[config.mk]
export PLATFORM = sky130hd
export DESIGN_NAME = cnn_kernel_scheduler_flat
export DESIGN_NICKNAME = d
export VERILOG_FILES = /design/src/rtl/cnn_kernel_scheduler_if.sv /design/src/rtl/cnn_kernel_scheduler.sv /design/src/flat_wrapper.sv
export SDC_FILE = /design/constraint.sdc
export NUM_CORES = 1
export LEC_CHECK = 0
export ABC_AREA = 1
export CORE_MARGIN = 5
export CORE_UTILIZATION = 49
export DETAILED_ROUTE_END_ITERATION = 8
export GPL_ROUTABILITY_DRIVEN = 0
export HOLD_SLACK_MARGIN = 0.12
export PLACE_DENSITY = 0.85
export SETUP_SLACK_MARGIN = 0.5
export SLEW_MARGIN = 30
export SYNTH_ARGS = -nofsm -noshare
export SYNTH_HDL_FRONTEND = slang
export SYNTH_SLANG_ARGS = --single-unit
[constraint.sdc]
create_clock -name clk_i -period 6.6 [get_ports clk_i]
set_input_delay 0.66 -clock clk_i [delete_from_list [all_inputs] [get_ports clk_i]]
set_output_delay 0.66 -clock clk_i [all_outputs]
set_load 0.01 [all_outputs]
[src/rtl/cnn_kernel_scheduler_if.sv]
// cnn_kernel_scheduler_if: weight memory, DMA and engine signals around the kernel scheduler
interface cnn_kernel_scheduler_if #(
  parameter int DATA_RES = 8,
  parameter int WEIGHT_RES = 8,
  parameter int KERNEL_SIZE = 9,
  parameter int MAX_DIM = 32,
  parameter int MAX_KERNELS = 8
);
  localparam int AW = $clog2(MAX_KERNELS*(KERNEL_SIZE+1));
  logic w_rd_en;
  logic [AW-1:0] w_addr;
  logic [WEIGHT_RES-1:0] w_data;
  logic [WEIGHT_RES*(KERNEL_SIZE+1)-1:0] kernel;
  logic [$clog2(MAX_KERNELS)-1:0] kernel_idx;
  logic dma_req;
  logic dma_valid;
  logic [DATA_RES-1:0] dma_pixel;
  logic eng_valid;
  logic [DATA_RES-1:0] eng_pixel;
  logic eng_out_valid;
  modport master (
    output w_rd_en, w_addr, kernel, kernel_idx, dma_req, eng_valid, eng_pixel,
    input w_data, dma_valid, dma_pixel, eng_out_valid
  );
  modport slave (
    input w_rd_en, w_addr, kernel, kernel_idx, dma_req, eng_valid, eng_pixel,
    output w_data, dma_valid, dma_pixel, eng_out_valid
  );
endinterface

[src/rtl/cnn_kernel_scheduler.sv]
// cnn_kernel_scheduler: runs load-weights / stream-image / drain-results per kernel of a layer
module cnn_kernel_scheduler #(
  parameter int DATA_RES = 8,
  parameter int WEIGHT_RES = 8,
  parameter int KERNEL_SIZE = 9,
  parameter int MAX_DIM = 32,
  parameter int MAX_KERNELS = 8,
  parameter int TIMEOUT = 1024
) (
  input  logic clk_i,
  input  logic rst_i,
  input  logic start_i,
  input  logic [$clog2(MAX_KERNELS+1)-1:0] num_kernels_i,
  input  logic [$clog2(MAX_DIM)-1:0] image_dimension_i,
  output logic busy_o,
  output logic done_o,
  output logic error_o,
  output logic [2:0] state_o,
  cnn_kernel_scheduler_if.master bus
);
  localparam int NW = $clog2(MAX_KERNELS+1);
  localparam int DW = $clog2(MAX_DIM);
  localparam int KW = $clog2(MAX_KERNELS);
  localparam int AW = $clog2(MAX_KERNELS*(KERNEL_SIZE+1));
  localparam int CW = $clog2(MAX_DIM*MAX_DIM)+1;
  localparam int TW = $clog2(TIMEOUT+1);
  localparam int LW = $clog2(KERNEL_SIZE+2);
  typedef enum logic [2:0] {IDLE, LOAD_W, STREAM, DRAIN, DONE} state_t;
  state_t state, state_n;
  logic [NW-1:0] nk;
  logic [DW-1:0] dim;
  logic [KW-1:0] k;
  logic [LW-1:0] lcnt;
  logic [CW-1:0] in_cnt, out_cnt, pix_total, out_total;
  logic [TW-1:0] tmo;
  logic [WEIGHT_RES*(KERNEL_SIZE+1)-1:0] kernel_q;
  logic err;
  logic in_last, out_hit, timed_out, last_kernel, active;
  assign pix_total = CW'(dim) * CW'(dim);
  assign out_total = (CW'(dim) - CW'(2)) * (CW'(dim) - CW'(2));
  assign in_last = bus.dma_valid && (in_cnt + CW'(1) == pix_total);
  assign out_hit = out_cnt == out_total;
  assign timed_out = tmo == TW'(TIMEOUT-1) && !bus.eng_out_valid;
  assign last_kernel = NW'(k) + NW'(1) == nk;
  assign active = state == STREAM || state == DRAIN;
  always_comb begin
    state_n = state;
    case (state)
      IDLE:    if (start_i) state_n = num_kernels_i == '0 ? DONE : image_dimension_i < DW'(3) ? IDLE : LOAD_W;
      LOAD_W:  if (lcnt == LW'(KERNEL_SIZE+1)) state_n = STREAM;
      STREAM:  if (in_last) state_n = DRAIN;
      DRAIN:   if (out_hit) state_n = last_kernel ? DONE : LOAD_W;
               else if (timed_out) state_n = DONE;
      DONE:    state_n = IDLE;
      default: state_n = IDLE;
    endcase
  end
  always_ff @(posedge clk_i) begin
    if (rst_i) begin
      state <= IDLE;
      nk <= '0;
      dim <= '0;
      k <= '0;
      lcnt <= '0;
      in_cnt <= '0;
      out_cnt <= '0;
      tmo <= '0;
      kernel_q <= '0;
      err <= 1'b0;
    end else begin
      state <= state_n;
      if (state == IDLE && start_i) begin
        nk <= num_kernels_i;
        dim <= image_dimension_i;
        k <= '0;
        err <= num_kernels_i != '0 && image_dimension_i < DW'(3);
      end
      if (state == DRAIN && !out_hit && timed_out) err <= 1'b1;
      if (state == DRAIN && out_hit && !last_kernel) k <= k + KW'(1);
      lcnt <= state == LOAD_W ? lcnt + LW'(1) : '0;
      // read data lags the strobe by one cycle, so slot j lands while lcnt == j+1
      if (state == LOAD_W && lcnt != '0) kernel_q[(int'(lcnt) - 1) * WEIGHT_RES +: WEIGHT_RES] <= bus.w_data;
      in_cnt <= state == STREAM && bus.dma_valid ? in_cnt + CW'(1) : active ? in_cnt : '0;
      out_cnt <= active ? out_cnt + CW'(bus.eng_out_valid) : '0;
      tmo <= state == DRAIN && !bus.eng_out_valid ? tmo + TW'(1) : '0;
    end
  end
  assign busy_o = state != IDLE;
  assign done_o = state == DONE;
  assign error_o = err;
  assign state_o = state;
  assign bus.w_rd_en = state == LOAD_W && lcnt < LW'(KERNEL_SIZE+1);
  assign bus.w_addr = bus.w_rd_en ? AW'(int'(k) * (KERNEL_SIZE+1) + int'(lcnt)) : '0;
  assign bus.kernel = kernel_q;
  assign bus.kernel_idx = k;
  assign bus.dma_req = state == STREAM;
  assign bus.eng_valid = state == STREAM && bus.dma_valid;
  assign bus.eng_pixel = state == STREAM ? bus.dma_pixel : '0;
endmodule
[src/flat_wrapper.sv]
// flat-port wrapper written by rule: the top's interface ports become plain ports
module cnn_kernel_scheduler_flat 
#(
  parameter int DATA_RES = 8,
  parameter int WEIGHT_RES = 8,
  parameter int KERNEL_SIZE = 9,
  parameter int MAX_DIM = 32,
  parameter int MAX_KERNELS = 8,
  parameter int TIMEOUT = 1024
)
  (clk_i, rst_i, start_i, num_kernels_i, image_dimension_i, busy_o, done_o, error_o, state_o, bus_w_rd_en, bus_w_addr, bus_kernel, bus_kernel_idx, bus_dma_req, bus_eng_valid, bus_eng_pixel, bus_w_data, bus_dma_valid, bus_dma_pixel, bus_eng_out_valid);
  cnn_kernel_scheduler_if #(.DATA_RES(DATA_RES), .WEIGHT_RES(WEIGHT_RES), .KERNEL_SIZE(KERNEL_SIZE), .MAX_DIM(MAX_DIM), .MAX_KERNELS(MAX_KERNELS)) bus_i ();
  input  logic clk_i;
  input  logic rst_i;
  input  logic start_i;
  input  logic [$clog2(MAX_KERNELS+1)-1:0] num_kernels_i;
  input  logic [$clog2(MAX_DIM)-1:0] image_dimension_i;
  output logic busy_o;
  output logic done_o;
  output logic error_o;
  output logic [2:0] state_o;
  output wire logic [$bits(bus_i.w_rd_en)-1:0] bus_w_rd_en;
  output wire logic [$bits(bus_i.w_addr)-1:0] bus_w_addr;
  output wire logic [$bits(bus_i.kernel)-1:0] bus_kernel;
  output wire logic [$bits(bus_i.kernel_idx)-1:0] bus_kernel_idx;
  output wire logic [$bits(bus_i.dma_req)-1:0] bus_dma_req;
  output wire logic [$bits(bus_i.eng_valid)-1:0] bus_eng_valid;
  output wire logic [$bits(bus_i.eng_pixel)-1:0] bus_eng_pixel;
  input wire logic [$bits(bus_i.w_data)-1:0] bus_w_data;
  input wire logic [$bits(bus_i.dma_valid)-1:0] bus_dma_valid;
  input wire logic [$bits(bus_i.dma_pixel)-1:0] bus_dma_pixel;
  input wire logic [$bits(bus_i.eng_out_valid)-1:0] bus_eng_out_valid;
  assign bus_w_rd_en = bus_i.w_rd_en;
  assign bus_w_addr = bus_i.w_addr;
  assign bus_kernel = bus_i.kernel;
  assign bus_kernel_idx = bus_i.kernel_idx;
  assign bus_dma_req = bus_i.dma_req;
  assign bus_eng_valid = bus_i.eng_valid;
  assign bus_eng_pixel = bus_i.eng_pixel;
  assign bus_i.w_data = bus_w_data;
  assign bus_i.dma_valid = bus_dma_valid;
  assign bus_i.dma_pixel = bus_dma_pixel;
  assign bus_i.eng_out_valid = bus_eng_out_valid;
  cnn_kernel_scheduler #(.DATA_RES(DATA_RES), .WEIGHT_RES(WEIGHT_RES), .KERNEL_SIZE(KERNEL_SIZE), .MAX_DIM(MAX_DIM), .MAX_KERNELS(MAX_KERNELS), .TIMEOUT(TIMEOUT)) u_core (.clk_i(clk_i), .rst_i(rst_i), .start_i(start_i), .num_kernels_i(num_kernels_i), .image_dimension_i(image_dimension_i), .busy_o(busy_o), .done_o(done_o), .error_o(error_o), .state_o(state_o), .bus(bus_i));
endmodule
==> metrics, run 1 <==
diode count 0; dominant cell by count in the synthesized netlist sky130_fd_sc_hd__nand2_1; vias per std cell 5.35; clock slew at reported path FFs 60 ps; buffer levels on the longest clock path 2; critical path class reg2reg; r2r endpoint u_core.state_o[2]$_SDFFE_PP0P_; clock skew 7.60 ps; overall die area 19900 µm²; synth-to-layout area growth 26.0%; average cell area after synthesis 7.20 µm²; cell area after synthesis 8440 µm²; synth top area cells sky130_fd_sc_hd__dfxtp_1 32%, sky130_fd_sc_hd__ha_1 8.8%, sky130_fd_sc_hd__nand2_1 8.3%; placement row count 48; adder-cell share of the synthesized area 15.6%; R2R setup slack 880 ps; largest stage delay on the critical path 600 ps; fraction of the yosys area taken by sequential cells 31.6%; CTS H-tree lvls 4; multiplexer area fraction after synthesis 0%; Hold-fix buffers, CTS 0; number of endpoints failing setup at the final stage 0; xor/xnor cell area share of the yosys netlist 3.10%; count of instances resized after the clock tree is built 0; I/O pins 137; arrival time at the worst endpoint 6020 ps; final sum of negative setup slack 0 ps; Die Span Y 141 µm; multi-input combinational cell area 4990 µm²; global-route wire length before repair 37800 µm; number of enable flip-flop cells after synthesis 0; Final Cycle Share 86.7%; slowest library cell on the worst path sky130_fd_sc_hd__fa_1; overall routed net length 23000 µm; count of vias placed by the detailed router 8244; Clk Latency, worst-skew pair 430 ps; Netlist cell types 43; achievable clock frequency 175 MHz; outcome finished, final reports clean; Worst Setup EP u_core.state_o[2]$_SDFFE_PP0P_; Top delay family on crit path adder cells; required time at the endpoint of the critical path 6900 ps; remaining design rule violation count 0; clock tree from TritonCTS done; CP Launch Type register; Routed met2 length 11400 µm; count of buffers added by post-CTS timing repair for setup 0; Worst-Margin Slew 677 ps; highest routed layer met4; count of mapped cells out of synthesis 1171; layout cell share with drive strength beyond 1 6.08%; area fraction in compound gates after synthesis 15.1%; vias in the first global route 8152; register area 2670 µm²; grt total ovfl 0; placeable core area 17100 µm²; width of the chip 141 µm; post-synth top area cell sky130_fd_sc_hd__dfxtp_1; most used cell along the critical path sky130_fd_sc_hd__inv_1; Initial Utilization 49.3%; Final nets 1421; share of the synthesized area in the top cell type 31.6%; Post-Route M1 WL 9100 µm; number of stages on the worst setup path 25; CTS sink cnt 133; Synth Area in Simple Gates 24.8%; share of synthesized registers carrying an async set or reset 0%; fillers 1413; combined buffer and inverter count along the critical path 7; setup repair after global routing missed its margin false; FF-to-FF Start u_core.dim[1]$_SDFFE_PP0P_; element type at the critical path end register; Final Max Slew Viols 0; Port Buffers 136; Rel. slew slack 54.5%; flip-flop and latch count after synthesis 133; Crit. Startpoint u_core.dim[1]$_SDFFE_PP0P_; top post-synthesis cells by count 187 x sky130_fd_sc_hd__nand2_1, 182 x sky130_fd_sc_hd__inv_1, 155 x sky130_fd_sc_hd__nor2_1; overall track demand over capacity in global routing 23.0%; number of search-and-repair iterations in the first detailed-routing pass 5; routed wl met3 1890 µm; number of routed nets with antenna violations 0; max_cap viols 0; Worst Hold Class reg2reg; largest fanout on the critical path 13; dominant combinational cell family by area after synthesis simple AND/OR/NAND/NOR gates; YS warnings 0; largest net degree at the start of global routing 60; root buffer cell sky130_fd_sc_hd__clkbuf_16; Detail Placement HPWL 17000 µm; cell count of the worst reg-to-reg path 25; drt wl/cell 14.9 µm; time the final worst path needs with I/O delays and setup 5720 ps; antenna violations before repair 0; TritonCTS buffer count 17; Hold Violations, Final 0; detailed router's first-iteration violation count 575; flip-flop cell with the highest count after synthesis sky130_fd_sc_hd__dfxtp_1; Post-Synthesis Net Count 1289
==> through the flow <==
stage | hold slack, ps | worst slack (ps) | instances | utilization, % | cell area, µm²
final | 445 | 880 | 1541 | 62.1 | 10600
after global routing | 462 | 509 | 1541 | 62.1 | 10600
after CTS | 446 | 576 | 1541 | 61.8 | 10600
after detailed placement | 437 | 601 | 1509 | 58.3 | 9980
after global placement | 431 | 731 | 1509 | 58.3 | 9980
after floorplan | 418 | 910 | 1171 | - | 8440
==> placed cells by master (no fill, tap or decap), types with 3 or more instances in the layout <==
cell type,netlist,routed
sky130_fd_sc_hd__nand2_1,187,187
sky130_fd_sc_hd__inv_1,182,182
sky130_fd_sc_hd__nor2_1,155,152
sky130_fd_sc_hd__clkdlybuf4s50_1,0,136
sky130_fd_sc_hd__dfxtp_1,133,131
sky130_fd_sc_hd__a21oi_1,114,114
sky130_fd_sc_hd__o21ai_0,88,88
sky130_fd_sc_hd__ha_1,59,58
sky130_fd_sc_hd__nand3_1,52,52
sky130_fd_sc_hd__fa_1,29,29
sky130_fd_sc_hd__nand4_1,19,19
sky130_fd_sc_hd__a211oi_1,18,18
sky130_fd_sc_hd__clkbuf_16,0,17
sky130_fd_sc_hd__nor3_1,15,15
sky130_fd_sc_hd__xnor2_1,15,15
sky130_fd_sc_hd__xor2_1,13,12
sky130_fd_sc_hd__nor2_2,7,7
sky130_fd_sc_hd__nand2_2,6,6
sky130_fd_sc_hd__nor2_4,3,6
sky130_fd_sc_hd__nand3b_1,6,6
sky130_fd_sc_hd__inv_8,0,5
sky130_fd_sc_hd__clkinv_1,4,4
sky130_fd_sc_hd__clkinv_4,0,4
sky130_fd_sc_hd__inv_2,3,3
sky130_fd_sc_hd__a21o_1,3,3
sky130_fd_sc_hd__or2_2,3,3
sky130_fd_sc_hd__nor3_2,3,3
sky130_fd_sc_hd__nor4_1,3,3
sky130_fd_sc_hd__a211oi_2,3,3
sky130_fd_sc_hd__nor3b_1,3,3
sky130_fd_sc_hd__nor3_4,3,3
sky130_fd_sc_hd__inv_6,0,3
sky130_fd_sc_hd__buf_4,2,3
==> worst min-delay path by stage <==
stage / from / endpoint / slack (ps) / depth (start not counted)
3_3_place_gp: u_core.tmo[0]$_SDFF_PP0_ / u_core.tmo[0]$_SDFF_PP0_ / 430 / 1
6_report: u_core.bus.kernel[78]$_SDFFE_PP0P_ / u_core.bus.kernel[78]$_SDFFE_PP0P_ / 450 / 2
5_1_grt: u_core.bus.kernel[78]$_SDFFE_PP0P_ / u_core.bus.kernel[78]$_SDFFE_PP0P_ / 460 / 2
4_1_cts: u_core.bus.kernel[78]$_SDFFE_PP0P_ / u_core.bus.kernel[78]$_SDFFE_PP0P_ / 450 / 2
2_1_floorplan: u_core.tmo[0]$_SDFF_PP0_ / u_core.tmo[0]$_SDFF_PP0_ / 420 / 1
3_5_place_dp: u_core.bus.kernel[78]$_SDFFE_PP0P_ / u_core.bus.kernel[78]$_SDFFE_PP0P_ / 440 / 2
==> layout make-up <==
type                            instances  share of cell area, %
Timing Repair Buffer                  139                   13.0
Inverter                              189                   6.67
Tap cell                              225                   2.65
Sequential cell                       133                   25.1
Clock buffer                           18                   4.13
Multi-Input combinational cell        823                   46.9
Clock inverter                         14                   1.54
==> worst reg2reg max path, stage by stage, from the launching register on <==
cell and delay, ps:
sky130_fd_sc_hd__dfxtp_2 480, sky130_fd_sc_hd__inv_1 160, sky130_fd_sc_hd__ha_2 440, sky130_fd_sc_hd__nor2_4 80
sky130_fd_sc_hd__fa_1 600, sky130_fd_sc_hd__inv_1 80, sky130_fd_sc_hd__fa_1 500, sky130_fd_sc_hd__inv_1 50
sky130_fd_sc_hd__fa_1 470, sky130_fd_sc_hd__fa_1 570, sky130_fd_sc_hd__inv_1 60, sky130_fd_sc_hd__fa_1 540
sky130_fd_sc_hd__inv_1 40, sky130_fd_sc_hd__ha_1 330, sky130_fd_sc_hd__a21oi_1 180, sky130_fd_sc_hd__o31ai_1 100
sky130_fd_sc_hd__a21oi_1 170, sky130_fd_sc_hd__inv_1 60, sky130_fd_sc_hd__nand3_1 80, sky130_fd_sc_hd__nand2_1 90
sky130_fd_sc_hd__nand2_2 90, sky130_fd_sc_hd__nand3_1 110, sky130_fd_sc_hd__nand2_1 140, sky130_fd_sc_hd__inv_1 60
sky130_fd_sc_hd__nand2_1 70, sky130_fd_sc_hd__nor2_1 40
==> per-layer routing <==
| metal | vias up | track usage [%] |
|---|---|---|
| li1 | 4063 | - |
| met1 | 3791 | 27.2 |
| met2 | 331 | 40.1 |
| met3 | 59 | 5.94 |
| met4 | 0 | 8.41 |
| met5 | - | 0 |
==> cells by family after synthesis <==
group           Yosys count
buf+inv                 215
flops                   133
xor+xnor                 29
compound gates          235
simple gates            471
fa+ha+maj                88
==> sequential cells by signal, summed over array words and instances, names as in the netlist <==
register	count
u_core.in_cnt	11
u_core.lcnt	4
u_core.dim	5
u_core.out_cnt	11
u_core.tmo	11
u_core.error_o	1
u_core.state_o	3
u_core.bus.kernel_idx	3
u_core.bus.kernel	80
u_core.nk	4
Power of run 1 is not shown: default switching activity piles up to over one toggle a cycle in this logic, so the estimate is an artifact.
==> inputs of run 2 (changes only) <==
--- a/config.mk
+++ b/config.mk
@@ -6,10 +6,9 @@
 export NUM_CORES = 1
 export LEC_CHECK = 0
 export ABC_AREA = 1
-export CORE_MARGIN = 5
+export ABC_CLOCK_PERIOD_IN_PS = 6600
 export CORE_UTILIZATION = 49
 export DETAILED_ROUTE_END_ITERATION = 8
-export GPL_ROUTABILITY_DRIVEN = 0
 export HOLD_SLACK_MARGIN = 0.12
 export PLACE_DENSITY = 0.85
 export SETUP_SLACK_MARGIN = 0.5
==> run 2 against run 1 <==
Net effect:
- non-clock buffer count unchanged
- critical endpoint unchanged
- maximum frequency increased by 0.58%
- die area decreased by 11%
- register-to-register slack improved by 30 ps
- via count decreased by 1.1%
==> metrics, run 2 (same netlist as run 1, synthesis figures left out) <==
Port Buffers 136 (unchanged); diode count 0 (unchanged); Die Span Y 133 µm (was 141 µm); final sum of negative setup slack 0 ps (unchanged); fillers 1396 (was 1413); Final nets 1421 (unchanged); clock slew at reported path FFs 60 ps (about the same); Hold-fix buffers, CTS 0 (unchanged); overall routed net length 22500 µm (was 23000 µm); achievable clock frequency 176 MHz (was 175 MHz); time the final worst path needs with I/O delays and setup 5690 ps (was 5720 ps); antenna violations before repair 0 (unchanged); most common cell after layout, fill and taps aside sky130_fd_sc_hd__nand2_1 (unchanged); Final Cycle Share 86.2% (was 86.7%); clock skew 8.56 ps (was 7.60 ps); Clk Latency, worst-skew pair 420 ps (was 430 ps); setup repair after global routing missed its margin false (unchanged); Hold Violations, Final 0 (unchanged); Rel. slew slack 45.5% (was 54.5%); number of search-and-repair iterations in the first detailed-routing pass 5 (unchanged); overall track demand over capacity in global routing 25.5% (was 23.0%); largest net degree at the start of global routing 61 (was 60); overall die area 17700 µm² (was 19900 µm²); Initial Utilization 50.5% (was 49.3%); flip-flop count of the largest register after layout 80 (unchanged); Crit. Startpoint u_core.dim[1]$_SDFFE_PP0P_ (unchanged); width of the chip 133 µm (was 141 µm); Hold Startpoint u_core.bus.kernel[11]$_SDFFE_PP0P_ (was u_core.bus.kernel[78]$_SDFFE_PP0P_); placement row count 47 (was 48); clock tree from TritonCTS done (unchanged); CTS sink cnt 133 (unchanged); layout cell share with drive strength beyond 1 5.93% (was 6.08%); synth-to-layout area growth 25.3% (was 26.0%); I/O pins 137 (unchanged); combined buffer and inverter count along the critical path 7 (unchanged); detailed router's first-iteration violation count 511 (was 575); remaining design rule violation count 0 (unchanged); slowest library cell on the worst path sky130_fd_sc_hd__fa_1 (unchanged); CTS H-tree lvls 4 (unchanged); vias in the first global route 7714 (was 8152); vias per std cell 5.31 (was 5.35); weighted congestion reported at the end of routability-driven placement 0.898; arrival time at the worst endpoint 5980 ps (was 6020 ps); TritonCTS buffer count 17 (unchanged); most used cell along the critical path sky130_fd_sc_hd__inv_1 (unchanged); number of routed nets with antenna violations 0 (unchanged); required time at the endpoint of the critical path 6890 ps (was 6900 ps); largest stage delay on the critical path 560 ps (was 600 ps); global-route wire length before repair 36600 µm (was 37800 µm); placeable core area 16700 µm² (was 17100 µm²); number of endpoints failing setup at the final stage 0 (unchanged); critical path class reg2reg (unchanged); grt total ovfl 0 (unchanged); largest fanout on the critical path 13 (unchanged); drt wl/cell 14.6 µm (was 14.9 µm); root buffer cell sky130_fd_sc_hd__clkbuf_16 (unchanged); Worst-Margin Slew 812 ps (was 677 ps); max_cap viols 0 (unchanged); count of vias placed by the detailed router 8154 (was 8244); FF-to-FF Start u_core.dim[1]$_SDFFE_PP0P_ (unchanged); Worst Hold Class reg2reg (unchanged); commonest cells after routing, fill and taps aside 187 x sky130_fd_sc_hd__nand2_1, 182 x sky130_fd_sc_hd__inv_1, 153 x sky130_fd_sc_hd__nor2_1 (was 187 x sky130_fd_sc_hd__nand2_1, 182 x sky130_fd_sc_hd__inv_1, 152 x sky130_fd_sc_hd__nor2_1); Detail Placement HPWL 16700 µm (was 17000 µm); final core utilization 63.3% (was 62.1%); Final Max Slew Viols 0 (unchanged); buffer levels on the longest clock path 2 (unchanged); Top delay family on crit path adder cells (unchanged); element type at the critical path end register (unchanged); CP Launch Type register (unchanged); outcome finished, final reports clean (unchanged)
run 2: changes by cell type in the layout (fill, tap and decap cells not counted), sizes merged:
cell      change
clkinv        -3
clkinvlp      +1
bufinv        -1
inv           +3
run 2: final timing paths:
kind / slack, ps / depth (start not counted) / endpoint
setup / recovery: 910 / 26 / u_core.state_o[2]$_SDFFE_PP0P_
hold / removal: 450 / 2 / u_core.bus.kernel[11]$_SDFFE_PP0P_
setup reg to reg: 910 / 26 / u_core.state_o[2]$_SDFFE_PP0P_
hold reg to reg: 450 / 2 / u_core.bus.kernel[11]$_SDFFE_PP0P_
run 2: final cells by class:
class | instances | area [µm²] | share of cell area [%]
Clock buffer | 18 | 439 | 4.16
Clock inverter | 14 | 130 | 1.23
Inverter | 189 | 709 | 6.71
Multi-Input combinational cell | 823 | 4960 | 47.0
Sequential cell | 133 | 2670 | 25.2
Tap cell | 220 | 275 | 2.60
Timing Repair Buffer | 139 | 1380 | 13.1
run 2: repair_timing:
action	CTS	global route
endpoints found under the setup margin	0	7
gates resized for setup	0	8
buffers inserted	0	0
run 2: layer usage:
metal / GRT usage (%) / vias up / part of all wire, %
li1: - / 4053 / -
met3: 5.59 / 57 / 6.8
met5: 0 / - / 0
met1: 30.8 / 3776 / 42
met2: 44.0 / 268 / 48
met4: 10.4 / 0 / 3.0
run 2: metrics by stage:
step / worst slack [ps] / instances / area (µm²) / hold slack [ps]
3_3_place_gp: 751 / 1504 / 9980 / 431
6_report: 913 / 1536 / 10600 / 452
5_1_grt: 527 / 1536 / 10600 / 470
4_1_cts: 541 / 1536 / 10500 / 451
3_5_place_dp: 585 / 1504 / 9980 / 440
2_1_floorplan: 910 / 1171 / 8440 / 418
run 2: worst reg2reg max path, cell delays in order, from the launching register on:
cell and delay, ps:
sky130_fd_sc_hd__dfxtp_4 400, sky130_fd_sc_hd__inv_1 150, sky130_fd_sc_hd__ha_2 240, sky130_fd_sc_hd__nand3_2 220, sky130_fd_sc_hd__nor2_1 260, sky130_fd_sc_hd__fa_1 500, sky130_fd_sc_hd__inv_1 120, sky130_fd_sc_hd__fa_1 420
sky130_fd_sc_hd__inv_1 80, sky130_fd_sc_hd__fa_1 440, sky130_fd_sc_hd__fa_1 560, sky130_fd_sc_hd__inv_1 70, sky130_fd_sc_hd__fa_1 550, sky130_fd_sc_hd__inv_1 50, sky130_fd_sc_hd__ha_1 320, sky130_fd_sc_hd__a21oi_1 190
sky130_fd_sc_hd__o31ai_1 90, sky130_fd_sc_hd__a21oi_1 170, sky130_fd_sc_hd__inv_1 60, sky130_fd_sc_hd__nand3_1 80, sky130_fd_sc_hd__nand2_1 80, sky130_fd_sc_hd__nand2_2 90, sky130_fd_sc_hd__nand3_1 120, sky130_fd_sc_hd__nand2_1 150
sky130_fd_sc_hd__inv_1 50, sky130_fd_sc_hd__nand2_1 60, sky130_fd_sc_hd__nor2_1 30
Power of run 2 is left out for the same reason.
==> RTL change: new RTL, flow settings as in run 2 <==
Put a register stage on the outputs `busy_o` and `done_o`, with the module's reset. The values now appear one clock later. The other outputs are not delayed to match.
--- a/src/rtl/cnn_kernel_scheduler.sv
+++ b/src/rtl/cnn_kernel_scheduler.sv
@@ -85,8 +85,15 @@
       tmo <= state == DRAIN && !bus.eng_out_valid ? tmo + TW'(1) : '0;
     end
   end
-  assign busy_o = state != IDLE;
-  assign done_o = state == DONE;
+  always_ff @(posedge clk_i) begin
+    if (rst_i) begin
+      busy_o <= '0;
+      done_o <= '0;
+    end else begin
+      busy_o <= state != IDLE;
+      done_o <= state == DONE;
+    end
+  end
   assign error_o = err;
   assign state_o = state;
   assign bus.w_rd_en = state == LOAD_W && lcnt < LW'(KERNEL_SIZE+1);
Function: changed (a bounded check fails within 4 cycles, from zero or initial values and one cycle with rst_i high).
==> RTL change against run 2 <==
- non-clock buffer count fell by 2
- routed wire length fell by 3.9%
- sequential cell count rose by 2
- sequential share of layout area barely moved
- final area rose by 1.5%
- synthesized area rose by 2.6%
- worst setup slack improved by 0.069 ns
- utilization fell by 1.3 points
- critical endpoint is now u_core.bus.kernel_idx[2]$_SDFFE_PP0P_
- highest routed layer unchanged
Power is not shown: default switching activity piles up to over one toggle a cycle in this logic, so the estimate is an artifact.
==> RTL change: results (changes against run 2) <==
----------------------------------------------------
[Synth]
  Largest cells by area after synthesis ... sky130_fd_sc_hd__dfxtp_1 (31%), sky130_fd_sc_hd__nand2_1 (8.7%), sky130_fd_sc_hd__ha_1 (8.5%), sky130_fd_sc_hd__a21oi_1 (7.2%), sky130_fd_sc_hd__inv_1 (7.0%)
  Yosys cell types ... 52 (+21%)
  Post-synth top cells ... sky130_fd_sc_hd__nand2_1 (200), sky130_fd_sc_hd__inv_1 (161), sky130_fd_sc_hd__dfxtp_1 (135), sky130_fd_sc_hd__a21oi_1 (124), sky130_fd_sc_hd__nor2_1 (106)
  Seq/Total Area, Yosys ... 31.2% (-0.33 points)
  Nets in the synthesized netlist ... 1251 (-2.9%)

[Status]
  Outcome ... finished, final reports clean

[Detailed routing]
  Via count ... 7869 (-3.5%)
  Post-Route M1 WL ... 9.24 mm (-1.5%)
  Sum of met3 wire segment lengths after detailed routing ... 1.28 mm (-16%)
  Detailed router's first-iteration violation count ... 467 (-8.6%)
  DR WL met2 ... 10.4 mm (-4.5%)
  Routed wirelength normalized by instance count ... 14.4 µm (-1.3%)

[Placement]
  Routability congestion estimate from global placement ... 0.871 (-3.0%)
  Post-detail-place hpwl ... 15.9 mm (-4.9%)

[Worst hold path]
  Tightest Hold Check Type ... reg -> reg
  Min-Delay Startpoint ... u_core.tmo[0]$_SDFF_PP0_

[Worst setup path]
  Register-to-register setup slack ... 0.98 ns (+0.07 ns)
  Slowest stage delay, CP ... 0.54 ns (-0.02 ns)
  Worst EP arrival ... 5.96 ns (-0.02 ns)
  Critical path peak fanout ... 12 (-1)

[Global route]
  Overall global routing resource usage ... 24.5% (-1.1 points)
  Number of global-route vias before repair ... 7546 (-2.2%)
  Wire length of the first global-routing pass ... 35.5 mm (-3.0%)
  Met1 Usage GRT ... 29.8% (-1.0 points)
  Largest net degree at the start of global routing ... 74 (+21%)
  Met3 Usage GRT ... 5.89% (+0.30 points)
  Global routing usage on met2 ... 41.4% (-2.5 points)

[Timing]
  Clock skew ... 0.0127 ns (+0.00417 ns)

[Cells and area]
  Final #Nets ... 1375 (-3.2%)
  Layout cells sized above 1 ... 8.43% (+2.5 points)

----------------------------------------------------
[RTL change: cell count changes after synthesis, moves of 7 or more]
cell and delta:
sky130_fd_sc_hd__buf_6 +11, sky130_fd_sc_hd__nor2_1 -49, sky130_fd_sc_hd__nand2_1 +13, sky130_fd_sc_hd__a211oi_1 -15, sky130_fd_sc_hd__nand4_1 -7, sky130_fd_sc_hd__inv_1 -21
sky130_fd_sc_hd__o21ai_0 -11, sky130_fd_sc_hd__a21oi_1 +10
[RTL change: worst paths after layout]
check,cells after the start,to
max,24,u_core.bus.kernel_idx[2]$_SDFFE_PP0P_
min,1,u_core.tmo[0]$_SDFF_PP0_
max reg2reg,24,u_core.bus.kernel_idx[2]$_SDFFE_PP0P_
min reg2reg,1,u_core.tmo[0]$_SDFF_PP0_
[RTL change: repair_timing]
item                                    in CTS  in global routing
resized for setup                            0                  5
endpoints found under the setup margin       0                  7
hold buffers                                 0                  0
buffers inserted                             0                  0
[RTL change: cell families after synthesis]
kind of cell	share of synthesized area (%)
and+or+nand+nor	25.6
AOI/OAI and AO/OA	14.7
buffers and inverters	10.3
DFF	31.2
adders and majority gates	15.2
xor gates and xnor gates	2.82
[RTL change: area by class of cell]
type                       count  share of cell area [%]
multi-input combinational    791                    47.3
clock buffer                  17                    3.97
tap                          225                    2.62
clock inverter                15                    1.89
sequential                   135                    25.2
timing repair buffer         137                    12.7
inverter                     175                    6.33
[RTL change: through the flow]
stage               utilization (%)  hold WS (ns)  std cells  setup slack [ns]  instance area [µm²]
floorplan                         -         0.418       1133              1.18                 8650
global placement               58.3         0.432       1463             0.749                10100
detailed placement             58.3         0.444       1463             0.588                10100
CTS                            61.9         0.459       1495             0.510                10700
global route                   62.0         0.469       1495             0.535                10700
finish                         62.0         0.452       1495             0.982                10700
